## config.mk

```make
export PLATFORM = sky130hd
export DESIGN_NAME = zx_bus_front
export DESIGN_NICKNAME = d
export VERILOG_FILES = /design/src/rtl/zx_cart_pkg.sv /design/src/rtl/zx_sync_filter.sv /design/src/rtl/zx_bus_front.sv
export SDC_FILE = /design/constraint.sdc
export NUM_CORES = 1
export LEC_CHECK = 0
export CORE_ASPECT_RATIO = 2
export CORE_MARGIN = 1
export CORE_UTILIZATION = 49
export CTS_CLUSTER_SIZE = 10
export DETAILED_ROUTE_END_ITERATION = 16
export MAX_ROUTING_LAYER = met4
export PLACE_DENSITY = 0.71
export SLEW_MARGIN = 40
export SYNTH_ARGS = -nofsm -noshare
export SYNTH_HDL_FRONTEND = slang
export SYNTH_SLANG_ARGS = --single-unit
```

## constraint.sdc

```tcl
create_clock -name clk -period 1.53 [get_ports clk]
set_clock_uncertainty 0.05 [all_clocks]
set_input_delay 0.2295 -clock clk [delete_from_list [all_inputs] [get_ports clk]]
set_output_delay 0.2295 -clock clk [all_outputs]
set_load 0.01 [all_outputs]
```

## src/rtl/zx_cart_pkg.sv

```systemverilog
// zx_cart_pkg: shared bus-cycle state encoding and address decodes for the cartridge paging logic
package zx_cart_pkg;
  typedef enum logic [1:0] {IDLE, IO_CYC, MEM_CYC, HUNG} bus_state_t;
  localparam logic [2:0] LOWER_ROM_A = 3'b000;
  localparam logic PAGE_UP_A7 = 1'b0;
endpackage

```

## src/rtl/zx_sync_filter.sv

```systemverilog
// zx_sync_filter: multi-flop synchroniser followed by a run-length glitch filter for one active-low strobe
module zx_sync_filter #(
  parameter int SYNC_STAGES = 2,
  parameter int FILT_LEN = 3
) (
  input  logic clk,
  input  logic reset_n,
  input  logic d,
  output logic q
);
  localparam int CW = $clog2(FILT_LEN + 1);
  logic [SYNC_STAGES-1:0] sync;
  logic [CW-1:0] cnt;
  // shift the raw input through the synchroniser; flip q only after FILT_LEN consecutive disagreeing samples
  always_ff @(posedge clk) begin
    if (!reset_n) begin
      sync <= '1;
      cnt <= '0;
      q <= 1'b1;
    end else begin
      sync <= {sync[SYNC_STAGES-2:0], d};
      if (sync[SYNC_STAGES-1] == q) cnt <= '0;
      else if (cnt == CW'(FILT_LEN - 1)) begin
        q <= sync[SYNC_STAGES-1];
        cnt <= '0;
      end else cnt <= cnt + 1'b1;
    end
  end
endmodule

```

## src/rtl/zx_bus_front.sv

```systemverilog
// zx_bus_front: synchronises the Z80 bus, tracks bus cycles and emits clean paging events
module zx_bus_front
  import zx_cart_pkg::*;
#(
  parameter int SYNC_STAGES = 2,
  parameter int FILT_LEN = 3,
  parameter int TIMEOUT_CYC = 255,
  parameter int CNT_W = 8
) (
  input  logic clk,
  input  logic reset_n,
  input  logic iorq_n,
  input  logic mreq_n,
  input  logic rd_n,
  input  logic wr_n,
  input  logic m1_n,
  input  logic A7,
  input  logic A13,
  input  logic A14,
  input  logic A15,
  output logic page_up_stb,
  output logic lower_rom_rd,
  output logic [CNT_W-1:0] io_evt_cnt,
  output logic bus_err
);
  localparam int SETTLE = SYNC_STAGES + FILT_LEN;
  localparam int SW = $clog2(SETTLE + 1);
  localparam int WW = $clog2(TIMEOUT_CYC + 1);
  bus_state_t state;
  logic iorq_f, mreq_f, rd_f;
  logic [SYNC_STAGES-1:0][4:0] asy;
  logic [SW-1:0] settle;
  logic [WW-1:0] wd;
  logic armed, settled, m1_s, a7_s, lower_hit;
  logic [2:0] a_hi;
  zx_sync_filter #(.SYNC_STAGES(SYNC_STAGES), .FILT_LEN(FILT_LEN)) u_iorq (.clk(clk), .reset_n(reset_n), .d(iorq_n), .q(iorq_f));
  zx_sync_filter #(.SYNC_STAGES(SYNC_STAGES), .FILT_LEN(FILT_LEN)) u_mreq (.clk(clk), .reset_n(reset_n), .d(mreq_n), .q(mreq_f));
  zx_sync_filter #(.SYNC_STAGES(SYNC_STAGES), .FILT_LEN(FILT_LEN)) u_rd (.clk(clk), .reset_n(reset_n), .d(rd_n), .q(rd_f));
  // write strobes are not decoded by this front end
  logic unused_wr;
  assign unused_wr = wr_n;
  assign {m1_s, a_hi, a7_s} = asy[SYNC_STAGES-1];
  assign settled = settle == SW'(SETTLE);
  assign lower_hit = !rd_f && a_hi == LOWER_ROM_A;
  // unfiltered synchroniser for M1 and the decoded address bits
  always_ff @(posedge clk) begin
    if (!reset_n) asy <= '1;
    else asy <= {asy[SYNC_STAGES-2:0], {m1_n, A15, A14, A13, A7}};
  end
  // arming waits until the reset-loaded pipeline has flushed, so a strobe held low through reset is never taken as a new cycle
  always_ff @(posedge clk) begin
    if (!reset_n) begin
      settle <= '0;
      armed <= 1'b0;
    end else begin
      if (!settled) settle <= settle + 1'b1;
      if (settled && iorq_f && mreq_f) armed <= 1'b1;
    end
  end
  // bus-cycle FSM with watchdog and registered outputs
  always_ff @(posedge clk) begin
    if (!reset_n) begin
      state <= IDLE;
      wd <= '0;
      page_up_stb <= 1'b0;
      lower_rom_rd <= 1'b0;
      io_evt_cnt <= '0;
      bus_err <= 1'b0;
    end else begin
      page_up_stb <= 1'b0;
      case (state)
        IDLE: begin
          wd <= '0;
          lower_rom_rd <= 1'b0;
          if (armed && !iorq_f) begin
            state <= IO_CYC;
            page_up_stb <= a7_s == PAGE_UP_A7 && m1_s;
            if (a7_s == PAGE_UP_A7 && m1_s) io_evt_cnt <= io_evt_cnt + 1'b1;
          end else if (armed && !mreq_f) begin
            state <= MEM_CYC;
            lower_rom_rd <= lower_hit;
          end
        end
        IO_CYC, MEM_CYC: begin
          wd <= wd + 1'b1;
          if (!iorq_f && !mreq_f) bus_err <= 1'b1;
          lower_rom_rd <= state == MEM_CYC && lower_hit;
          if (wd == WW'(TIMEOUT_CYC - 1)) begin
            state <= HUNG;
            bus_err <= 1'b1;
            lower_rom_rd <= 1'b0;
          end else if (state == IO_CYC ? iorq_f : mreq_f) begin
            state <= IDLE;
            lower_rom_rd <= 1'b0;
          end
        end
        default: if (iorq_f && mreq_f) state <= IDLE;
      endcase
    end
  end
endmodule
```

Yosys cells after proc, flatten, opt, wreduce, memory -nomap -nowiden:

Index checks and enable logic that the tools add are counted.

* register bits: 50
* output and inout bits: 11

* add/subtract/negate cells: 6
* equality and inequality tests: 12
* muxes and demuxes: 15
* bitwise logic cells: 5
* reduce and logical (&&, ||, !) cells: 28

Operator list (count)
* adder 8 x 1 -> 8 bit (second input constant): 2
* case mux 8 bit (2 select lines): 1
* two-way mux 2 bit: 5
* logical AND 1 bit: 9
* AND reduction 3 bit: 3
* OR reduction 3 bit: 3
* == test 2 bit (second input constant): 4
* == test 8 bit (second input constant): 1
* AND reduction 2 bit: 4
* two-way mux 1 bit: 7
* adder 2 x 1 -> 2 bit (second input constant): 3
* inequality test 3 bit (second input constant): 2
* inverter 1 bit: 5
* case mux 2 bit (2 select lines): 1
* nonzero test 2 bit: 2
* adder 3 x 1 -> 3 bit (second input constant): 1
* == test 1 bit: 3
* == test 3 bit (second input constant): 1
* logical NOT 1 bit: 3
* logical NOT 3 bit: 1
* nonzero test 3 bit: 1
* == test 2 x 1 -> 1 bit (second input constant): 1
* logical NOT 2 bit: 1
* case mux 1 bit (2 select lines): 1
* OR reduction 2 bit: 1

Depth between registers and ports, before layout:

* depth in word-level cells: 6
* gate-level depth with buffers: 7
* gate-level depth less buffers: 6

Cells and area by module:

From an unflattened synthesis, not the netlist that was laid out.

* cells, all modules: 204
* area, all modules: 2045.7 µm²

Modules (own cells, without submodules)
* zx_bus_front: instances 1, cells each 162, area an instance 1539.0 µm², seq. area each 700.7 µm²
* zx_sync_filter: instances 3, cells each 14, area an instance 168.9 µm², seq. area each 100.1 µm²

Worst setup path after synthesis:

Ideal clock, no wire load.

* kind: register to register
* start: register state[0]
* end: register io_evt_cnt[0]
* arrival: 1367 ps
* slack: -2 ps
* cell stages (with the launch flop): 8
* path buffers: 1
* period minus slack after synthesis: 1532 ps
* cell sequence: dfxtp_1 > inv_1 > ha_1 > and3b_1 > buf_2 > and2_1 > xor2_1 > and2_1

* cells in the longest elaborated chain, start to end: 2

Ends and longest elaborated chain
* start: declaration: line zx_bus_front.sv:29 `bus_state_t state;`
* start signal: assignment: line zx_bus_front.sv:63 `state <= IDLE;`
* start signal: assignment: line zx_bus_front.sv:76 `state <= IO_CYC;`
* start signal: assignment: line zx_bus_front.sv:80 `state <= MEM_CYC;`
* logical NOT 2 bit: line zx_bus_front.sv:71 `case (state)`
* AND reduction 3 bit (no source line)
* end signal: assignment: line zx_bus_front.sv:78 `if (a7_s == PAGE_UP_A7 && m1_s) io_evt_cnt <= io_evt_cnt + 1'b1;`
* end: declaration: line zx_bus_front.sv:23 `output logic [CNT_W-1:0] io_evt_cnt,`

No other way between the ends.
A chain may end at the register's enable or synchronous reset.

Final worst setup path:

* start: register wd[0]
* end: register state[1]

* cells in the longest elaborated chain, start to end: 3
* elaborated cells between the ends (all ways): 5
* classes of those cells: 2 x eq/ne; 2 x mux; 1 x reduce/logical

Ends and longest elaborated chain
* start: declaration: line zx_bus_front.sv:33 `logic [WW-1:0] wd;`
* start signal: assignment: line zx_bus_front.sv:85 `wd <= wd + 1'b1;`
* == test 8 bit (*): line zx_bus_front.sv:88 `if (wd == WW'(TIMEOUT_CYC - 1)) begin`
* inequality test 3 bit (no source line) or two-way mux 2 bit (tied branches)
* AND reduction 3 bit (no source line) or case mux 2 bit (2 select lines) (tied branches)
* end signal: assignment: line zx_bus_front.sv:89 `state <= HUNG;`
* end signal: assignment: line zx_bus_front.sv:93 `state <= IDLE;`
* end signal: assignment: line zx_bus_front.sv:97 `default: if (iorq_f && mreq_f) state <= IDLE;`

Every way passes the cells marked *; elsewhere a longest branch is shown, timed or not.

==> reports/metrics.yaml <==
die_h_um: 92.6
reg2reg_slack_ns: 0.01
cts_tree: "built"
cp.arrival_ns: 1.67
n_fill_cell: 313
cp_cell_sequence: "inv_2, ha_4, nand4_1, o211a_1, a221o_1, mux2i_1"
numCtsBuffers: 5
die_x_um: 47.3
die_area_um2: 4380
std_cell_rows: 32
yosys_warnings: 0
syn_area_um2: 2010
maxCapViolCount: 0
routedLengthMet1_um: 1440
dp_hpwl_um: 2450
synth.top_cell.area_share: 0.498
synth_top_cells_by_area: "dfxtp_1, ha_1, nand2b_1"
drt_iter0_markers: 37
synth_edf_count: 0
antenna_found_initial: 0
timing.rr.end: "state[1]$_SDFFE_PN0P_"
period_needed_ns: 1.52
synth-seq-cells: 50
grt_setup_unrepaired: "true"
nets: 276
final_cell_area_um2: 2650
cp_num_cells: 6
grt_first_pass_wirelength_um: 5700
clk_path_buf_depth: 2
syn-num-nets: 230
hp-start: "asy[0]$_SDFF_PN1_"
cts-root-buf: "clkbuf_8"
power_density_nw_per_um2: 851
r2r_cells: 6
drc: 0
crit_type: "flip-flop to flip-flop"
core_region_area_um2: 3880
io_buffers: 20
vias_per_cell: 4.93
ys_types: 34
crit_family: "compound AO/OA/AOI/OAI gates"
wl_met2_um: 1880
setup_violations: 0
yosysSeqAreaShare: 0.498
clk_latency_ns: 0.31
end_kind: "flip-flop"
synthArstFlopShare: 0
max-vdd-ir-drop_v: 0.000809
p_leak_uw: 0.00118
antennaDiodeCount: 0
synth_common_cells: "dfxtp_1, nand2b_1, nor2_1"
drt-pass1-iter-count: 6
setup_slack_ns: 0.0140
ant_nets: 0
fin_crit_sh: 0.991
min_path_cells: 1
cts_sinks: 50
drv_slew: 0
worstMarginPinSlew_ns: 0.378
ioPinCount: 22
yosys.area.top_type: "dfxtp_1"
path_clk_slew_ns: 0.09
fin_total_pwr_uw: 2250
wl_um: 3530
gp_congestion: 0.805
placed_cell_area_um2: 2400
track_usage: 0.184
worstReg2RegStart: "wd[0]$_SDFFE_PN0P_"
grt_pass1_vias: 1427
grt_overflow: 0
drive_gt1_frac: 0.205
worst-path-buf-inv: 1
status: "completed"
area_delta_synth_final_pct: 31.5
dp_slack_ns: -0.134
initial_core_util: 0.518
fmaxAchievable_mhz: 660
met3_length_um: 96
synthCells: 207
h-tree-depth: 2
grt_max_degree: 17
cp_max_fo: 3
vias: 1503
syn_avg_cell_area_um2: 9.71
maxSlewHeadroom: 0.747
hold_viol_final: 0
cp.required_ns: 1.68
fin_setup_tns_ns: 0
crit_slowest_cell: "dfxtp_2"
synth_ff_type: "dfxtp_1"
routed.top_layer: "met4"
startpoint_type: "flip-flop"
yosysMostFrequentCell: "dfxtp_1"
hp-class: "flip-flop to flip-flop"
cpPeakStageDelay_ns: 0.33
hold_buffers: 0
wire_per_inst_um: 11.6
hold_path_end: "a7_s$_SDFF_PN1_"
-- worst register-to-register path, stage by stage, from the launching register on --
cell	delay, ns
dfxtp_2	0.33
inv_2	0.06
ha_4	0.11
nand4_1	0.14
o211a_1	0.27
a221o_1	0.32
mux2i_1	0.13
-- registers in the layout, summed over array words and instances, names as in the netlist, 2 cells and up --
register,count
a_hi,3
u_iorq.cnt,2
u_rd.cnt,2
u_mreq.sync,2
asy,6
u_mreq.cnt,2
state,2
u_rd.sync,2
io_evt_cnt,8
u_iorq.sync,2
settle,3
wd,8
-- kinds of logic (layout without fill, tap and decap cells) --
group,count (synthesis),count (layout),share of synthesized area
fa+ha+maj,12,12,0.0747
buf+inv,17,64,0.0324
flops,50,50,0.498
compound gates,21,21,0.0685
xor+xnor,14,14,0.0610
mux,8,8,0.0398
simple gates,85,85,0.226
-- where the power goes --
| part | leakage (µW) | internal, µW | switching, µW |
|---|---|---|---|
| Clock | 0.0000478 | 372 | 431 |
| Combinational | 0.000723 | 58.3 | 42.2 |
| Sequential | 0.000412 | 1330 | 14.7 |
-- placed cells by master, fill, tap and decap left out, types with 3 or more instances in the layout --
cell type,Yosys,final
nand3_1,3,3
xnor2_1,6,6
nor2b_1,4,4
dfxtp_2,0,8
nand2b_1,18,18
dlymetal6s2s_1,0,5
ha_1,12,8
nand4_1,5,5
nor2_1,17,17
a21oi_1,4,4
mux2i_1,8,8
nand3b_1,3,3
dfxtp_1,50,42
clkdlybuf4s50_1,0,12
nand2_1,16,16
o21ai_0,6,5
buf_4,0,23
and2_1,8,7
inv_1,11,9
xor2_1,8,8
clkbuf_8,0,6
ha_4,0,4
dlygate4sd2_1,0,3
-- what timing repair did --
action / CTS / global route
gates resized for setup: 14 / 20
buffers inserted: 0 / 5
hold endpoints to repair: 0 / 0
setup endpoints to repair: 19 / 19
cloned: 0 / 0
pin swaps: 3 / 5
-- worst max path at each step --
stage / startpoint / endpoint / slack, ns
floorplan: state[1]$_SDFFE_PN0P_ / io_evt_cnt[0]$_SDFFE_PN0P_ / 0.02
global placement: state[1]$_SDFFE_PN0P_ / wd[7]$_SDFFE_PN0P_ / -0.08
detailed placement: state[1]$_SDFFE_PN0P_ / wd[3]$_SDFFE_PN0P_ / -0.13
CTS: state[0]$_SDFFE_PN0P_ / state[0]$_SDFFE_PN0P_ / 0.01
global route: state[0]$_SDFFE_PN0P_ / state[1]$_SDFFE_PN0P_ / -0.06
finish: wd[0]$_SDFFE_PN0P_ / state[1]$_SDFFE_PN0P_ / 0.01
-- cell type report --
type	count	area, µm²	area share
clock buffer	6	82.6	0.0312
clock inverter	2	16.3	0.00615
inverter	11	41.3	0.0156
multi-input combinational	140	1030	0.388
sequential	50	1010	0.382
tap	51	63.8	0.0241
timing repair buffer	45	404	0.153
-- layer usage --
layer  track usage  vias up
li1              -      777
met1         0.193      687
met2         0.293       31
met3        0.0390        8
met4         0.117        0
met5             -        -
-- per-stage QoR --
step | utilization | std cells | hold slack (ns)
after floorplan | - | 207 | 0.281
after global placement | 0.619 | 292 | 0.338
after detailed placement | 0.619 | 292 | 0.342
after CTS | 0.652 | 300 | 0.359
after global routing | 0.681 | 305 | 0.387
final | 0.681 | 305 | 0.356
Note: power is estimated with default switching activity, not from simulation.
